**src/rtl/mult_issue_ctrl_pkg.sv**
```systemverilog
// Shared multiply-unit definitions. The issue queue and CDB arbiter reuse them.
// Provides the default tag/data widths and the multiplier pipeline depth.
// Also provides `MULT_TAG_VLD_W(tag_w), the width of a {valid, tag} bundle.
`ifndef MULT_ISSUE_CTRL_PKG_SV
`define MULT_ISSUE_CTRL_PKG_SV

`define MULT_TAG_VLD_W(tag_w) ((tag_w) + 1)

package mult_issue_ctrl_pkg;
  localparam int MULT_TAG_W     = 6;
  localparam int MULT_DATA_W    = 32;
  localparam int MULT_LATENCY   = 4;
  localparam int MULT_TAG_VLD_W = `MULT_TAG_VLD_W(MULT_TAG_W);
endpackage

`endif

```
**src/rtl/mult_issue_ctrl_tag_pipe.sv**
```systemverilog
// mult_tag_pipe: a LATENCY-deep valid+tag shift register. It runs in lockstep with the multiplier.
// Latency: LATENCY enabled edges from in_vld/in_tag to last_vld/last_tag.
// Backpressure: the register holds (no shift) while en=0. Bubbles are kept, not collapsed.
// Ports:
//   clk, rst          clock and async active-high reset
//   clr               clears every stage valid (present only when MULT_FLUSH_EN is defined)
//   en                shift enable; matches the multiplier clock-enable
//   in_vld, in_tag    entry loaded into stage 1
//   last_vld/last_tag the final stage, aligned with the multiplier product
//   any_vld           OR of all stage valids
module mult_tag_pipe #(
  parameter int LATENCY = 4,
  parameter int TAG_W   = 6
) (
  input  logic             clk,
  input  logic             rst,
`ifdef MULT_FLUSH_EN
  input  logic             clr,
`endif
  input  logic             en,
  input  logic             in_vld,
  input  logic [TAG_W-1:0] in_tag,
  output logic             last_vld,
  output logic [TAG_W-1:0] last_tag,
  output logic             any_vld
);

  logic [LATENCY-1:0] stg_vld;
  logic [TAG_W-1:0]   stg_tag [LATENCY];

  always_ff @(posedge clk or posedge rst) begin
    if (rst) begin
      stg_vld <= '0;
      for (int i = 0; i < LATENCY; i++) stg_tag[i] <= '0;
    end else begin
      if (en) begin
        stg_vld[0] <= in_vld;
        stg_tag[0] <= in_tag;
        for (int i = 1; i < LATENCY; i++) begin
          stg_vld[i] <= stg_vld[i-1];
          stg_tag[i] <= stg_tag[i-1];
        end
      end
`ifdef MULT_FLUSH_EN
      // Flush overrides the shift: later non-blocking assignment wins.
      if (clr) stg_vld <= '0;
`endif
    end
  end

  assign last_vld = stg_vld[LATENCY-1];
  assign last_tag = stg_tag[LATENCY-1];
  assign any_vld  = |stg_vld;

endmodule

```
**src/rtl/mult_issue_ctrl.sv**
```systemverilog
// mult_issue_ctrl: sequences the pipelined multiplier between the issue queue and the CDB.
// Latency: an unstalled issue at edge t raises cdb_req after edge t+LATENCY. Throughput is one result per cycle.
// Backpressure: the pipe freezes and issue is refused when a result reaches the last stage while the buffer is full and not granted.
// Ports:
//   clk, reset                       clock and async active-high reset
//   issuemult_flush                  drop all in-flight/buffered work (only when MULT_FLUSH_EN is defined)
//   issuemult_enable/_rdtag/_ready   issue handshake; the operands go straight to the multiplier
//   mult_ce, mult_p                  multiplier clock-enable and product
//   cdb_req/_grant/_tag/_data        CDB request for the one-entry output buffer
//   busy                             any multiply in flight or buffered
module mult_issue_ctrl
  import mult_issue_ctrl_pkg::*;
#(
  parameter int LATENCY = MULT_LATENCY,
  parameter int TAG_W   = MULT_TAG_W,
  parameter int DATA_W  = MULT_DATA_W
) (
  input  logic              clk,
  input  logic              reset,
`ifdef MULT_FLUSH_EN
  input  logic              issuemult_flush,
`endif
  input  logic              issuemult_enable,
  input  logic [TAG_W-1:0]  issuemult_rdtag,
  output logic              issuemult_ready,
  output logic              mult_ce,
  input  logic [DATA_W-1:0] mult_p,
  output logic              cdb_req,
  input  logic              cdb_grant,
  output logic [TAG_W-1:0]  cdb_tag,
  output logic [DATA_W-1:0] cdb_data,
  output logic              busy
);

  logic             last_vld;
  logic [TAG_W-1:0] last_tag;
  logic             any_vld;
  logic             out_vld;
  logic             accept;

  // The pipe can advance when the last stage is empty, when the buffer is free,
  // or when the buffered result leaves this cycle.
  assign mult_ce = !last_vld | !out_vld | cdb_grant;

`ifdef MULT_FLUSH_EN
  assign issuemult_ready = mult_ce & !issuemult_flush;
`else
  assign issuemult_ready = mult_ce;
`endif

  assign accept = issuemult_enable & issuemult_ready;

  mult_tag_pipe #(
    .LATENCY (LATENCY),
    .TAG_W   (TAG_W)
  ) u_tag_pipe (
    .clk      (clk),
    .rst      (reset),
`ifdef MULT_FLUSH_EN
    .clr      (issuemult_flush),
`endif
    .en       (mult_ce),
    .in_vld   (accept),
    .in_tag   (issuemult_rdtag),
    .last_vld (last_vld),
    .last_tag (last_tag),
    .any_vld  (any_vld)
  );

  // One-entry output buffer. A refill in the same cycle as a grant keeps out_vld high.
  always_ff @(posedge clk or posedge reset) begin
    if (reset) begin
      out_vld  <= 1'b0;
      cdb_tag  <= '0;
      cdb_data <= '0;
    end else begin
      if (mult_ce && last_vld) begin
        out_vld  <= 1'b1;
        cdb_tag  <= last_tag;
        cdb_data <= mult_p;
      end else if (cdb_grant && out_vld) begin
        out_vld <= 1'b0;
      end
`ifdef MULT_FLUSH_EN
      if (issuemult_flush) out_vld <= 1'b0;
`endif
    end
  end

  assign cdb_req = out_vld;
  assign busy    = any_vld | out_vld;

endmodule

```
**config.mk**
```make
export PLATFORM = sky130hd
export DESIGN_NAME = mult_issue_ctrl
export DESIGN_NICKNAME = d
export VERILOG_FILES = /design/src/rtl/mult_issue_ctrl_pkg.sv /design/src/rtl/mult_issue_ctrl_tag_pipe.sv /design/src/rtl/mult_issue_ctrl.sv
export SDC_FILE = /design/constraint.sdc
export NUM_CORES = 1
export LEC_CHECK = 0
export ABC_AREA = 1
export CAP_MARGIN = 20
export CORE_MARGIN = 5
export CORE_UTILIZATION = 50
export DETAILED_ROUTE_END_ITERATION = 8
export PLACE_DENSITY = 0.85
export SLEW_MARGIN = 10
export SYNTH_ARGS = -nofsm -noshare
export SYNTH_HDL_FRONTEND = slang
export SYNTH_SLANG_ARGS = --single-unit
```
**constraint.sdc**
```tcl
create_clock -name clk -period 4.15 [get_ports clk]
set_clock_uncertainty 0.05 [all_clocks]
set_input_delay 1.0375 -clock clk [delete_from_list [all_inputs] [get_ports clk]]
set_output_delay 1.0375 -clock clk [all_outputs]
set_load 0.01 [all_outputs]
```
==> results of run 1 <==
final cells by class:
| class | count | share of cell area, % |
|---|---|---|
| well taps | 70 | 2.34 |
| clock inverters | 6 | 1.74 |
| clock buffers | 10 | 3.67 |
| inverters | 3 | 0.301 |
| flip-flops and latches | 67 | 44.8 |
| repair buffers | 90 | 23.6 |
| multi-input cells | 203 | 23.6 |
placed cells by master (no fill, tap or decap), drive strengths merged:
cell type      instances
nand2                135
clkdlybuf4s50         83
dfrtp                 67
nand3                 39
nand4                 27
clkbuf                10
buf                    7
clkinv                 4
inv                    3
nor3                   1
nor2                   1
clkinvlp               1
bufinv                 1
kinds of logic (layout without fill, tap and decap cells):
logic type	Yosys count	after routing
simple gates	203	203
flops	67	67
buf+inv	28	109
stage by stage:
step / cells / hold WS, ns / utilization, % / total power [mW]
6_report: 449 / 0.419 / 72.0 / 2.85
2_1_floorplan: 298 / 0.392 / - / 1.79
3_3_place_gp: 433 / 0.397 / 68.1 / 2.29
5_1_grt: 449 / 0.440 / 72.0 / 3.05
3_5_place_dp: 433 / 0.406 / 68.1 / 2.33
4_1_cts: 449 / 0.423 / 72.0 / 2.88
worst max-delay path, cell delays in order:
cell and delay, ns:
clkdlybuf4s50_1 0.45, inv_1 0.05, nand3_2 0.19, clkdlybuf4s50_1 0.60
Yosys cell counts, drive strengths merged:
cell / count / area (um^2)
clkbuf: 3 / 11.3
nand4: 27 / 169
nand2: 135 / 507
nor2: 1 / 3.75
nand3: 39 / 200
buf: 22 / 138
dfrtp: 67 / 1680
nor3: 1 / 5.00
inv: 3 / 11.3
power by group:
part / internal (mW) / total [mW] / switching (mW)
registers: 0.958 / 1.12 / 0.165
logic: 0.549 / 1.19 / 0.641
clock network: 0.293 / 0.538 / 0.245
state kept, by name (all words and copies together), names as in the netlist:
register	count
cdb_data	32
u_tag_pipe.stg_tag	18
cdb_tag	6
u_tag_pipe.last_tag	6
u_tag_pipe.stg_vld	4
cdb_req	1
metal layers:
layer | up-vias | part of all wire [%] | GRT usage [%]
met5 | - | 0 | 0
met4 | 0 | 1.8 | 8.33
met3 | 11 | 7.2 | 3.95
met2 | 88 | 47 | 28.6
met1 | 1091 | 44 | 24.1
li1 | 1122 | - | -
final timing paths:
kind | to | cells after the start | slack (ns) | startpoint
max | issuemult_ready | 4 | 0.72 | cdb_grant
min | cdb_data[1] | 2 | 0.42 | cdb_data[1]
max reg2reg | cdb_data[26] | 5 | 2.13 | u_tag_pipe.stg_vld[3]
min reg2reg | cdb_data[1] | 2 | 0.42 | cdb_data[1]
max in group asynchronous | u_tag_pipe.stg_vld[3] | 3 | 2.08 | reset
min in group asynchronous | cdb_data[14] | 2 | 1.06 | reset
==> results.cfg, run 1 <==
[outcome]
status = completed

[finish]
seqCellArea_um2 = 1680
n_fill_cell = 402
syn2layout_area_growth_pct = 37.7
drive_gt1_share_pct = 6.86
fin_nets = 416
n_antenna_cell = 0
final_area_um2 = 3750
multi_input_area_um2 = 885

[timing]
hold_viol_final = 0
slew_viol_final = 0
worst_slack_ns = 0.719
max_freq_mhz = 291
setup_violations = 0
slew-limit-headroom_pct = 56.0
tightest_slew_ns = 0.660
timing.final.crit_share_pct = 82.7
rsz0062_at_grt = false
tns_ns = 0
post-route-min-period_ns = 3.43

[clocking]
numClockSinks = 67
post_cts_buffers = 0
clk_latency_ns = 0.34
clockRootBuffer = clkbuf_8
cts_hold_buf = 0
cts_tree = built
cts_resized = 0
htreeDepth = 3
clkTransAtPathRegs_ns = 0.07
cts_made_buffers = 9
clockBufferDepth = 2

[placement]
port_buffers = 83
dpl-instance-area_um2 = 3540
place_hpwl_mm = 4.10
place.gp.congestion = 0.792
dpl_worst_slack_ns = 0.708

[global_route]
grt_max_degree = 67
grt_antenna_before_repair = 0
grt_pass1_vias = 2164
grt_pass1_wl_mm = 10.3
grt_usage_pct = 18.2
gr-total-overflow = 0

[die]
start_util_pct = 52.3
ios = 84
dieHeight_um = 83.8
rows = 26
coreArea_um2 = 5200
fp.dieW_um = 83.8
die_area_um2 = 7020

[synthesis]
ys_warn_count = 0
synth_area_per_cell_um2 = 9.13
synth_simple_gate_area_share_pct = 32.5
syn-num-nets = 340
synth_compound_area_share_pct = 0
synth.distinct_cells = 12
syn-cell-area_um2 = 2720
synth_seq_area_share_pct = 61.6
synthCells = 298
synthAdderAreaFrac_pct = 0
synth-seq-cells = 67
muxShareOfSynthArea_pct = 0
synth_xor_area_share_pct = 0
synth_top_family_by_area = simple AND/OR/NAND/NOR gates

[min_path]
hp-class = register to register

[critical_path]
required_ns = 3.06
end_kind = primary output
path_class = input pin to primary output
crit_arrival_ns = 2.34
startpoint_type = input pin
crit_path_max_fanout = 14

[drt]
wl_per_cell_um = 14.0
routed_wl_mm = 6.27
vias = 2312
via_per_inst = 5.15
ant_nets = 0
drt_pass1_iterations = 4
drc = 0
drt_iter0_drc = 181

[pwr]
vdd_drop_max_mv = 0.379
power_density_nw_per_um2 = 761
leakagePower_nw = 1.85

[job]
maxCapViolations = 0
No activity file was read; power rests on OpenSTA's default activity.
==> inputs of run 2 (changes only) <==
CORE_UTILIZATION = 42   (was 50)
PLACE_DENSITY = 0.76   (was 0.85)
clock period = 2.8 ns   (was 4.15 ns; I/O delays follow)
==> run 2 against run 1 <==
  * Utilization decreased by 12 points
  * Register-to-register slack worse by 0.76 ns
  * Worst hold slack barely moved
  * Critical path type unchanged
  * Largest cell class unchanged
  * Largest power group unchanged
  * Highest routed layer unchanged
==> results.cfg, run 2 (same netlist as run 1, synthesis figures left out) <==
[outcome]
status = completed

[clocking]
clockBufferDepth = 2
cts_resized = 0
post_cts_buffers = 0
cts_hold_buf = 0
clk_latency_ns = 0.34
cts_tree = built
clockRootBuffer = clkbuf_8
htreeDepth = 3
numClockSinks = 67
clkTransAtPathRegs_ns = 0.07
cts_made_buffers = 9

[global_route]
grt_usage_pct = 16.3
gr-total-overflow = 0
use_met3_pct = 6.00
grt_use_met2_pct = 23.2
grt-busiest-layer = met2
met1_usage_pct = 22.9
grt_max_degree = 34
grt_pass1_wl_mm = 10.8
grt_pass1_vias = 2188
grt_antenna_before_repair = 0

[die]
rows = 29
fp.dieW_um = 90.5
start_util_pct = 43.1
ios = 84
coreArea_um2 = 6310
dieHeight_um = 90.5
die_area_um2 = 8190

[critical_path]
reg2reg_setup_slack_ns = 1.37
required_ns = 2.05
cp_num_buf_inv = 3
reg2reg_depth = 6
cp_slowest_cell = clkdlybuf4s50_1
r2r_end = cdb_data[25]
startpoint_type = input pin
crit_path_max_fanout = 6
critical-path-top-delay-family = buffers and inverters
path_cells = clkdlybuf4s50_1 > inv_1 > nand3_2 > clkdlybuf4s50_1
cp_common_cell = clkdlybuf4s50_1
end_kind = primary output
crit_arrival_ns = 1.89
path_class = input pin to primary output
cpPeakStageDelay_ns = 0.56
worstReg2RegStart = cdb_req

[finish]
fin_nets = 421
post-route-util_pct = 60.1
syn2layout_area_growth_pct = 39.5
n_antenna_cell = 0
largest_reg_flops = 32
final_common_cell = nand2_1
top_regs = cdb_data: 32 flops, u_tag_pipe.stg_tag: 18 flops
drive_gt1_share_pct = 7.81
n_fill_cell = 546
multi_input_area_um2 = 885
layout_common_cells = nand2_1 (135), clkdlybuf4s50_1 (83), dfrtp_1 (66)
seqCellArea_um2 = 1680
fin_cells = 461
largest_register = cdb_data

[drt]
drt_pass1_iterations = 4
via_per_inst = 5.12
vias = 2360
drc = 0
routed_wl_mm = 6.50
ant_nets = 0
wl_per_cell_um = 14.1
drt_iter0_drc = 125

[job]
maxCapViolations = 0

[min_path]
hp-class = register to register
worstHoldPathCells = 2
hold_path_end = u_tag_pipe.stg_tag[16]
worstHoldStart = u_tag_pipe.stg_tag[22]

[timing]
hold_viol_final = 0
slew_viol_final = 0
timing.final.crit_share_pct = 94.1
rsz0062_at_grt = false
post-route-min-period_ns = 2.64
setup_violations = 0
tightest_slew_ns = 0.545
tns_ns = 0
max_freq_mhz = 379
slew-limit-headroom_pct = 63.6

[pwr]
power_mw = 4.26
power_density_nw_per_um2 = 1120
vdd_drop_max_mv = 0.587
leakagePower_nw = 1.88

[placement]
place_inst = 445
place_hpwl_mm = 4.38
port_buffers = 83
place.gp.congestion = 0.715
-- run 2: cell count changes in the layout (fill, tap and decap cells not counted), sizes merged --
cell    before  now
clkbuf      10   11
clkinv       4    3
buf          7   12
-- run 2: worst reg2reg max path: stages, from the launching register on --
cell	delay, ns
dfrtp_1	0.41
buf_4	0.22
nand2_1	0.11
nand2_1	0.10
buf_4	0.30
nand2_1	0.11
nand2_1	0.07
-- run 2: layout make-up --
class	instances	share of cell area [%]
sequential	67	44.2
timing repair buffer	95	24.6
multi-input combinational	203	23.3
clock buffer	11	3.72
tap	77	2.54
clock inverter	5	1.38
inverter	3	0.297
-- run 2: how the worst max path moves through the flow --
| stage | cells past startpoint | from | end | slack (ns) |
|---|---|---|---|---|
| detailed placement | 4 | cdb_grant | mult_ce | 0.15 |
| floorplan | 1 | reset | cdb_data[0] | 0.37 |
| CTS | 4 | cdb_grant | issuemult_ready | 0.15 |
| finish | 4 | cdb_grant | issuemult_ready | 0.16 |
| global placement | 4 | cdb_grant | issuemult_ready | 0.14 |
| global route | 4 | cdb_grant | issuemult_ready | 0.12 |
-- run 2: routing by layer --
metal,vias up,wire length [um]
li1,1136,-
met1,1139,2980
met2,75,3010
met3,10,440
met4,0,76
met5,-,0
-- run 2: power by group --
part	internal (mW)	switching, mW	total (mW)
Combinational	0.851	0.920	1.77
Clock	0.431	0.359	0.790
Sequential	1.42	0.281	1.70
Total	2.70	1.56	4.26
-- run 2: per-stage QoR --
step,worst slack [ns],hold WS (ns),instance area (um^2)
after floorplan,0.367,0.392,2720
after global placement,0.141,0.397,3600
after detailed placement,0.154,0.402,3600
after CTS,0.146,0.419,3800
after global routing,0.118,0.439,3800
final,0.164,0.419,3800
==> inputs of run 3 (changes only) <==
CELL_PAD_IN_SITES_DETAIL_PLACEMENT = 2   (was not set)
CELL_PAD_IN_SITES_GLOBAL_PLACEMENT = 2   (was not set)
CORE_UTILIZATION = 29   (was 42)
PLACE_DENSITY = not set   (was 0.76)
PLACE_DENSITY_LB_ADDON = 0.1   (was not set)
clock period = 3.3 ns   (was 2.8 ns; I/O delays follow)
==> run 3 against run 2 <==
  * Final cell count is 6.5% higher
  * Routed wire length is 19% higher
  * Setup slack better by 0.15 ns
  * Utilization is 18 points lower
  * Largest power group unchanged
==> results.cfg, run 3 (same netlist as run 1, synthesis figures left out) <==
[critical_path]
cp_common_cell = clkdlybuf4s50_1
path_class = input pin to primary output
required_ns = 2.42
crit_path_max_fanout = 10
end_kind = primary output
cpPeakStageDelay_ns = 0.58
crit_arrival_ns = 2.11
startpoint_type = input pin
path_cells = clkdlybuf4s50_1 > inv_1 > nand3_2 > clkdlybuf4s50_1
cp_slowest_cell = clkdlybuf4s50_1

[drt]
ant_nets = 0
via_per_inst = 4.79
vias = 2353
drt_pass1_iterations = 4
drt_iter0_drc = 83
routed_wl_mm = 7.75
drc = 0
wl_per_cell_um = 15.8

[clocking]
cts_resized = 0
cts_tree = built
numClockSinks = 67
clkTransAtPathRegs_ns = 0.08
clk_latency_ns = 0.34
htreeDepth = 3
cts_hold_buf = 0
clockRootBuffer = clkbuf_8
clockBufferDepth = 2
post_cts_buffers = 0
cts_made_buffers = 9

[timing]
max_freq_mhz = 335
hold_viol_final = 0
tns_ns = 0
slew-limit-headroom_pct = 62.9
slew_viol_final = 0
whs_ns = 0.416
setup_violations = 0
post-route-min-period_ns = 2.98
timing.final.crit_share_pct = 90.4
rsz0062_at_grt = false
tightest_slew_ns = 0.557

[pwr]
p_switching_mw = 1.38
swShare_pct = 37.2
leakagePower_nw = 1.87
power_density_nw_per_um2 = 968
p_int_mw = 2.33
power.share.sequential_pct = 39.4
power.share.clock_pct = 20.2
comb_power_share_pct = 40.4
vdd_drop_max_mv = 0.307

[die]
ios = 84
coreArea_um2 = 9200
fp.dieW_um = 107
dieHeight_um = 107
die_area_um2 = 11400
start_util_pct = 29.6
rows = 35

[finish]
largest_reg_flops = 32
layout_common_cells = nand2_1 (135), clkdlybuf4s50_1 (83), dfrtp_1 (66)
n_antenna_cell = 0
drive_gt1_share_pct = 7.11
largest_register = cdb_data
final_common_cell = nand2_1
fin_nets = 417
top_regs = cdb_data: 32 flops, u_tag_pipe.stg_tag: 18 flops
syn2layout_area_growth_pct = 40.8

[placement]
port_buffers = 83
place_hpwl_mm = 5.12
place.gp.congestion = 0.671

[global_route]
grt_antenna_before_repair = 0
grt_usage_pct = 14.3
gr-total-overflow = 0
grt_pass1_vias = 2540
grt_max_degree = 68
grt_pass1_wl_mm = 12.9

[min_path]
hp-class = register to register

[job]
maxCapViolations = 0

[outcome]
status = completed
run 3: cell count changes in the layout (fill, tap and decap cells not counted), sizes merged:
cell	change
buf	-4
bufinv	+1
clkbuf	-2
clkinv	+2
clkinvlp	-1
run 3: metrics by stage:
step                      util [%]  power [mW]  std cells  instance area [um^2]  worst slack, ns
after floorplan                  -        2.26        298                  2720            0.742
after global placement        39.3        2.96        475                  3620            0.313
after detailed placement      39.3        3.02        475                  3620            0.293
after CTS                     41.7        3.80        491                  3830            0.289
after global routing          41.7        4.01        491                  3830            0.235
final                         41.7        3.71        491                  3830            0.316
run 3: power by group through the flow:
stage	combinational, mW	sequential (mW)	clock, mW
final	1.50	1.46	0.749
after global placement	1.49	1.47	0
after floorplan	0.746	1.51	0
after detailed placement	1.54	1.48	0
after global routing	1.68	1.52	0.812
after CTS	1.55	1.47	0.780
run 3: metal layers:
| layer | wire length [um] | track usage (%) | vias to the layer above |
|---|---|---|---|
| li1 | - | - | 1129 |
| met1 | 3740 | 18.8 | 1164 |
| met2 | 3650 | 23.0 | 52 |
| met3 | 291 | 3.55 | 8 |
| met4 | 72 | 4.66 | 0 |
| met5 | 0 | 0 | - |
run 3: final timing paths:
path	from	endpoint	slack, ns	cells after the start
min reg2reg	u_tag_pipe.stg_tag[8]	u_tag_pipe.last_tag[2]	0.42	2
min	u_tag_pipe.stg_tag[8]	u_tag_pipe.last_tag[2]	0.42	2
max	cdb_grant	issuemult_ready	0.32	4
max reg2reg	u_tag_pipe.stg_vld[3]	cdb_data[15]	1.19	5
max in group asynchronous	reset	u_tag_pipe.stg_vld[3]	2.05	3
min in group asynchronous	reset	cdb_data[26]	0.82	3
run 3: area by class of cell:
class,instances,area [um^2]
sequential,67,1680
tap,111,139
clock buffer,9,124
inverter,3,11.3
clock inverter,7,92.6
timing repair buffer,91,903
fill,1035,5360
multi-input combinational,203,885
run 3: critical path, delay by kind of cell:
kind,cells,cell delay (ns)
buffers and inverters,3,1.11
AND/OR/NAND/NOR,1,0.18
